===== src/rtl/pipeline_pkg.sv =====
// Shared pipeline definitions: datapath widths, instruction class codes
// and the writeback-stage FSM encoding.
package pipeline_pkg;

    localparam int unsigned DATA_W = 32;
    localparam int unsigned ADDR_W = 5;

    typedef enum logic [2:0] {
        ARITH0 = 3'b000,
        ARITH1 = 3'b001,
        MEM0   = 3'b100,
        MEM1   = 3'b101,
        NOP    = 3'b111
    } type_e;

    typedef enum logic [0:0] {
        IDLE = 1'b0,
        WAIT = 1'b1
    } wb_state_e;

endpackage


===== src/rtl/wb_stage_if.sv =====
// M-stage to W-stage bundle: M-stage results in, regfile write port,
// stall and status out.
interface wb_stage_if #(
    parameter int unsigned DATA_W = pipeline_pkg::DATA_W,
    parameter int unsigned ADDR_W = pipeline_pkg::ADDR_W
);
    logic              ValidM;
    logic              RegWriteM;
    logic              MemtoRegM;
    logic              ByteLoadM;
    logic [ADDR_W-1:0] WA3M;
    logic [DATA_W-1:0] ALUOutM;
    logic [DATA_W-1:0] ReadDataM;
    logic              MemReadyM;
    logic [2:0]        TypeM;
    logic              FlushW;
    logic              StallM;
    logic              RegWriteW;
    logic [ADDR_W-1:0] WA3W;
    logic [DATA_W-1:0] ResultW;
    logic [2:0]        TypeW;
    logic [31:0]       StallCount;
    logic              LoadErr;

    modport slave (
        input  ValidM, RegWriteM, MemtoRegM, ByteLoadM, WA3M, ALUOutM,
               ReadDataM, MemReadyM, TypeM, FlushW,
        output StallM, RegWriteW, WA3W, ResultW, TypeW, StallCount, LoadErr
    );

    modport master (
        output ValidM, RegWriteM, MemtoRegM, ByteLoadM, WA3M, ALUOutM,
               ReadDataM, MemReadyM, TypeM, FlushW,
        input  StallM, RegWriteW, WA3W, ResultW, TypeW, StallCount, LoadErr
    );

endinterface


===== src/rtl/load_align.sv =====
// Load data alignment: full word, or the byte selected by addr zero-extended.
module load_align import pipeline_pkg::*; #(
    parameter int unsigned DATA_W = pipeline_pkg::DATA_W
) (
    input  logic [DATA_W-1:0] ReadData,
    input  logic [1:0]        addr,
    input  logic              ByteLoad,
    output logic [DATA_W-1:0] data
);

    // Byte lane select and zero-extend for LDRB, pass-through otherwise
    always_comb begin
        data = ReadData;
        if (ByteLoad) begin
            data = {{(DATA_W-8){1'b0}}, ReadData[{addr, 3'b000} +: 8]};
        end
    end

endmodule


===== src/rtl/wb_stage.sv =====
// Memory/writeback pipeline register: captures M-stage results, drives the
// regfile write port, and stalls upstream while a load waits on memory.
module wb_stage import pipeline_pkg::*; #(
    parameter int unsigned DATA_W   = pipeline_pkg::DATA_W,
    parameter int unsigned ADDR_W   = pipeline_pkg::ADDR_W,
    parameter int unsigned MAX_WAIT = 15,
    parameter logic [2:0]  TYPE_NOP = NOP
) (
    input logic       clk,
    input logic       reset,
    wb_stage_if.slave bus
);

    wb_state_e         state;
    logic [31:0]       wait_cnt;
    logic              stall;
    logic              load_miss;
    logic [DATA_W-1:0] load_data;
    logic [DATA_W-1:0] result_m;

    logic              regwrite_q;
    logic [ADDR_W-1:0] wa3_q;
    logic [DATA_W-1:0] result_q;
    logic [2:0]        type_q;
    logic [31:0]       stall_cnt_q;
    logic              load_err_q;

    assign load_miss = bus.ValidM && bus.MemtoRegM && !bus.MemReadyM && !bus.FlushW;

    load_align #(.DATA_W(DATA_W)) u_load_align (
        .ReadData (bus.ReadDataM),
        .addr     (bus.ALUOutM[1:0]),
        .ByteLoad (bus.ByteLoadM),
        .data     (load_data)
    );

    assign result_m = bus.MemtoRegM ? load_data : bus.ALUOutM;

    // Stall request; forced low while reset is asserted so a reset taken
    // mid-WAIT releases the front of the pipe immediately
    always_comb begin
        stall = 1'b0;
        if (!reset) begin
            case (state)
                IDLE:    stall = load_miss;
                WAIT:    stall = !bus.MemReadyM && (wait_cnt < MAX_WAIT);
                default: stall = 1'b0;
            endcase
        end
    end

    // W-stage register, load-wait FSM and stall/error bookkeeping
    always_ff @(posedge clk) begin
        if (reset) begin
            state       <= IDLE;
            wait_cnt    <= '0;
            regwrite_q  <= 1'b0;
            wa3_q       <= '0;
            result_q    <= '0;
            type_q      <= TYPE_NOP;
            stall_cnt_q <= '0;
            load_err_q  <= 1'b0;
        end else begin
            if (stall) begin
                stall_cnt_q <= stall_cnt_q + 32'd1;
            end
            case (state)
                IDLE: begin
                    if (load_miss) begin
                        state      <= WAIT;
                        wait_cnt   <= 32'd1;
                        regwrite_q <= 1'b0;
                        type_q     <= TYPE_NOP;
                    end else begin
                        regwrite_q <= bus.ValidM && bus.RegWriteM && !bus.FlushW;
                        wa3_q      <= bus.WA3M;
                        result_q   <= result_m;
                        type_q     <= (bus.ValidM && !bus.FlushW) ? bus.TypeM : TYPE_NOP;
                    end
                end
                WAIT: begin
                    if (bus.FlushW) begin
                        state      <= IDLE;
                        wait_cnt   <= '0;
                        regwrite_q <= 1'b0;
                        type_q     <= TYPE_NOP;
                    end else if (bus.MemReadyM) begin
                        state      <= IDLE;
                        wait_cnt   <= '0;
                        regwrite_q <= bus.ValidM && bus.RegWriteM;
                        wa3_q      <= bus.WA3M;
                        result_q   <= result_m;
                        type_q     <= bus.ValidM ? bus.TypeM : TYPE_NOP;
                    end else if (wait_cnt >= MAX_WAIT) begin
                        state      <= IDLE;
                        wait_cnt   <= '0;
                        regwrite_q <= 1'b0;
                        type_q     <= TYPE_NOP;
                        load_err_q <= 1'b1;
                    end else begin
                        wait_cnt   <= wait_cnt + 32'd1;
                        regwrite_q <= 1'b0;
                        type_q     <= TYPE_NOP;
                    end
                end
                default: state <= IDLE;
            endcase
        end
    end

    assign bus.StallM     = stall;
    assign bus.RegWriteW  = regwrite_q;
    assign bus.WA3W       = wa3_q;
    assign bus.ResultW    = result_q;
    assign bus.TypeW      = type_q;
    assign bus.StallCount = stall_cnt_q;
    assign bus.LoadErr    = load_err_q;

endmodule


===== src/flat_wrapper.sv =====
// flat-port wrapper written by rule: the top's interface ports become plain ports
module wb_stage_flat import pipeline_pkg::*;
#(
    parameter int unsigned DATA_W   = pipeline_pkg::DATA_W,
    parameter int unsigned ADDR_W   = pipeline_pkg::ADDR_W,
    parameter int unsigned MAX_WAIT = 15,
    parameter logic [2:0]  TYPE_NOP = NOP
)
  (clk, reset, bus_ValidM, bus_RegWriteM, bus_MemtoRegM, bus_ByteLoadM, bus_WA3M, bus_ALUOutM, bus_ReadDataM, bus_MemReadyM, bus_TypeM, bus_FlushW, bus_StallM, bus_RegWriteW, bus_WA3W, bus_ResultW, bus_TypeW, bus_StallCount, bus_LoadErr);
  wb_stage_if #(.DATA_W(DATA_W), .ADDR_W(ADDR_W)) bus_i ();
  input logic clk;
  input logic reset;
  input wire logic [$bits(bus_i.ValidM)-1:0] bus_ValidM;
  input wire logic [$bits(bus_i.RegWriteM)-1:0] bus_RegWriteM;
  input wire logic [$bits(bus_i.MemtoRegM)-1:0] bus_MemtoRegM;
  input wire logic [$bits(bus_i.ByteLoadM)-1:0] bus_ByteLoadM;
  input wire logic [$bits(bus_i.WA3M)-1:0] bus_WA3M;
  input wire logic [$bits(bus_i.ALUOutM)-1:0] bus_ALUOutM;
  input wire logic [$bits(bus_i.ReadDataM)-1:0] bus_ReadDataM;
  input wire logic [$bits(bus_i.MemReadyM)-1:0] bus_MemReadyM;
  input wire logic [$bits(bus_i.TypeM)-1:0] bus_TypeM;
  input wire logic [$bits(bus_i.FlushW)-1:0] bus_FlushW;
  output wire logic [$bits(bus_i.StallM)-1:0] bus_StallM;
  output wire logic [$bits(bus_i.RegWriteW)-1:0] bus_RegWriteW;
  output wire logic [$bits(bus_i.WA3W)-1:0] bus_WA3W;
  output wire logic [$bits(bus_i.ResultW)-1:0] bus_ResultW;
  output wire logic [$bits(bus_i.TypeW)-1:0] bus_TypeW;
  output wire logic [$bits(bus_i.StallCount)-1:0] bus_StallCount;
  output wire logic [$bits(bus_i.LoadErr)-1:0] bus_LoadErr;
  assign bus_i.ValidM = bus_ValidM;
  assign bus_i.RegWriteM = bus_RegWriteM;
  assign bus_i.MemtoRegM = bus_MemtoRegM;
  assign bus_i.ByteLoadM = bus_ByteLoadM;
  assign bus_i.WA3M = bus_WA3M;
  assign bus_i.ALUOutM = bus_ALUOutM;
  assign bus_i.ReadDataM = bus_ReadDataM;
  assign bus_i.MemReadyM = bus_MemReadyM;
  assign bus_i.TypeM = bus_TypeM;
  assign bus_i.FlushW = bus_FlushW;
  assign bus_StallM = bus_i.StallM;
  assign bus_RegWriteW = bus_i.RegWriteW;
  assign bus_WA3W = bus_i.WA3W;
  assign bus_ResultW = bus_i.ResultW;
  assign bus_TypeW = bus_i.TypeW;
  assign bus_StallCount = bus_i.StallCount;
  assign bus_LoadErr = bus_i.LoadErr;
  wb_stage #(.DATA_W(DATA_W), .ADDR_W(ADDR_W), .MAX_WAIT(MAX_WAIT), .TYPE_NOP(TYPE_NOP)) u_core (.clk(clk), .reset(reset), .bus(bus_i));
endmodule

===== config.mk =====
export PLATFORM = sky130hd
export DESIGN_NAME = wb_stage_flat
export DESIGN_NICKNAME = d
export VERILOG_FILES = /design/src/rtl/pipeline_pkg.sv /design/src/rtl/wb_stage_if.sv /design/src/rtl/load_align.sv /design/src/rtl/wb_stage.sv /design/src/flat_wrapper.sv
export SDC_FILE = /design/constraint.sdc
export NUM_CORES = 1
export LEC_CHECK = 0
export CORE_ASPECT_RATIO = 0.5
export CORE_MARGIN = 2
export CORE_UTILIZATION = 52
export CTS_BUF_LIST = sky130_fd_sc_hd__clkbuf_8
export DETAILED_ROUTE_END_ITERATION = 7
export PLACE_DENSITY = 0.95
export SLEW_MARGIN = 20
export SYNTH_ARGS = -nofsm -noshare
export SYNTH_HDL_FRONTEND = slang
export SYNTH_SLANG_ARGS = --single-unit

===== constraint.sdc =====
create_clock -name clk -period 5.24 [get_ports clk]
set_input_delay 1.048 -clock clk [delete_from_list [all_inputs] [get_ports clk]]
set_output_delay 1.048 -clock clk [all_outputs]
set_load 0.02 [all_outputs]

==> run metrics <==
status finished, final reports clean; CTS root buffer clkbuf_8; CP cell instances clkdlybuf4s50_1, inv_1, nand2_1, o41a_4, nor2_1, clkdlybuf4s50_1; drt first pass iters 5; final core occ 75.0%; Die Span Y about 72 um; synth warn 0; routed vias 5076; largest net degree at the start of global routing 77; largest area contributor in the netlist dfxtp_1; postcts setup bufs 0; Worst VDD drop 153 uV; global placer's final weighted congestion 0.868; Detailed Route WL ~14000 um; Pint 1.18 mW; Setup violations, final 0; initial antenna violation count 0; worst-skew pair later-pin latency 0.38 ns; Tightest Pin Transition ~1.1 ns; Critical Path RT 4.19 ns; CTS tree yes; most used cell, CP clkdlybuf4s50_1; flop and latch count out of synthesis about 110; sequential-to-total area share from yosys stat 44.0%; switching power approximately 430 uW; Gate Count Post-Synth roughly 600; Die W 141 um; DRC 0; clock-pin slew on the worst setup and hold paths roughly 0.10 ns; slowest stage delay, CP around 0.73 ns; Crit Path Class input port to primary output; period utilization between 80% and 90%; TritonCTS buffer count 9; Area growth, synth to finish 36.9%; leakage 2.28 nW; Startpoint Class input port; Hold Slack around 0.45 ns; Synth Cell Area around 4900 um2; synth unique cells 51; Async SR Flop Fraction 0%; Avg Cell Area, Syn 8.34 um2; CP endpoint kind primary output; Congestion Overflow GR 0; crit-path max FO 58; htree depth 3; Power Dens Cells about 240 nW/um2; RSZ-0062 raised after global routing false; Net Sw Frac between 20% and 30%; Iteration-0 DRC Markers about 360; wire per inst approximately 17 um; power share of the combinational group approximately 15%; Fin. Hold Viols 0; CP arrival about 3.3 ns; Global Route Usage Sum between 20 and 30%; share of cells above drive strength 1 between 6 and 7%; CTS Hold Bufs 0; Die Area just over 10000 um2; clock period minus worst slack ~4.3 ns; syn nets about 670; Place WS just over 0.9 ns; ys flop type dfxtp_1; Slew Limit Fails 0; DP HPWL approximately 10000 um; Starting Density 54.8%; vias in the first global route roughly 4.7k; Final ANT Viol Nets 0; clock skew 0.00808 ns; worst hold path type flop to flop; first-pass GRT wire length between 20000 and 25000 um; Flop pwr share between 50% and 60%; Yosys top cell area share about 44%; CP max stage cell o41a_4; Slew HR approximately a quarter; setup TNS 0 ns; EDFF count, synth 0; number of diodes 0; core footprint 8890 um2; row count 24; post-route setup slack 0.902 ns; Layout Nets ~800; total power between 1.5 and 2 mW; clock share of power between 30% and 40%; Fmax achieved 231 MHz; CTS max path bufs 2; Via density 6.04; Port Buf Inserts 154; max cap viols 0; clock sink total 107; IO Pins 155; PostCTS Resize Cnt 0; top cells by area, synth dfxtp_1 (44%), nor2_1 (5.9%), a21oi_1 (5.6%), a221oi_1 (4.1%), nand2_1 (3.4%)
through the flow:
step                      area, um2  std cells
final                          6670        841
after global routing           6670        841
after CTS                      6660        841
after detailed placement       6460        825
after global placement         6460        825
after floorplan                4870        584
registers in the layout, summed over array words and instances (netlist names):
register and flops:
u_core.bus.LoadErr 1, u_core.bus.RegWriteW 1, u_core.bus.ResultW 32, u_core.bus.StallCount 32, u_core.bus.TypeW 3, u_core.bus.WA3W 5
u_core.state 1, u_core.wait_cnt 32
metal layers:
layer,routed length (um),GRT usage (%)
met1,5760,32.3
met2,7210,49.8
met3,1010,8.51
met4,422,12.9
met5,0,0
power groups by stage:
stage,Sequential [mW],Clock (mW),Combinational [mW]
floorplan,0.893,0,0.0820
global placement,0.866,0,0.234
detailed placement,0.867,0,0.239
CTS,0.848,0.529,0.240
global route,0.852,0.560,0.257
finish,0.849,0.523,0.241
placed cells by master (no fill, tap or decap), drive strengths merged, types with 10 or more instances in the layout:
cell type and instances:
a221oi 23, nor3 33, xnor2 15, nor2 77
nand3 12, o31ai 14, dfxtp 107, nor4 10
o21ai 24, nand4 16, a21oi 55, or4 13
nand2 44, or3 14, inv 14, clkdlybuf4s50 153
layout make-up:
cell class                 instances  area (um2)
clock buffer                       9         124
fill                             607        2220
multi-input combinational        428        2550
inverter                          14        52.6
clock inverter                     7        78.8
timing repair buffer             159        1570
tap                              117         146
sequential                       107        2140
synthesized netlist by cell type, types with 2 or more instances:
library cell	n
and3_1	8
mux2_2	8
a41oi_1	2
xnor2_1	15
nor2_1	77
xor2_1	3
o31ai_1	14
buf_1	2
nor4_2	3
nand3_1	12
a221oi_1	23
o21ai_0	23
nand4_1	15
or3_1	14
and4_1	6
a21oi_1	55
or4_1	13
nor4_1	7
clkbuf_1	31
and2_1	5
nand2b_1	2
dfxtp_1	107
buf_6	2
nand3b_1	4
mux2i_1	2
nand2_1	44
a211oi_1	8
o22ai_1	7
nor3_1	33
or2_2	4
ha_1	2
inv_1	14
worst paths after layout:
path	from	end	cells past startpoint	slack (ns)
setup / recovery	bus_MemReadyM	bus_StallM	6	0.90
setup reg to reg	u_core.wait_cnt[0]	u_core.bus.StallCount[11]	6	2.85
hold reg to reg	u_core.wait_cnt[25]	u_core.wait_cnt[25]	2	0.45
hold / removal	u_core.wait_cnt[25]	u_core.wait_cnt[25]	2	0.45
critical path: cells and delay by family:
family / cells / cell delay [ns]
AO/OA/AOI/OAI: 1 / 0.73
AND/OR/NAND/NOR: 2 / 0.28
buffers and inverters: 3 / 1.22
cell families (layout without fill, tap and decap cells):
family / after synthesis / count (layout) / synth area share, %
and+or+nand+nor: 253 / 253 / 26.6
adders and majority gates: 2 / 2 / 0.514
xor gates and xnor gates: 18 / 18 / 3.24
DFF: 107 / 107 / 44.0
AOI/OAI and AO/OA: 145 / 145 / 19.3
buffers and inverters: 49 / 189 / 4.08
muxes: 10 / 10 / 2.26
Note: power is estimated with default switching activity, not from simulation.
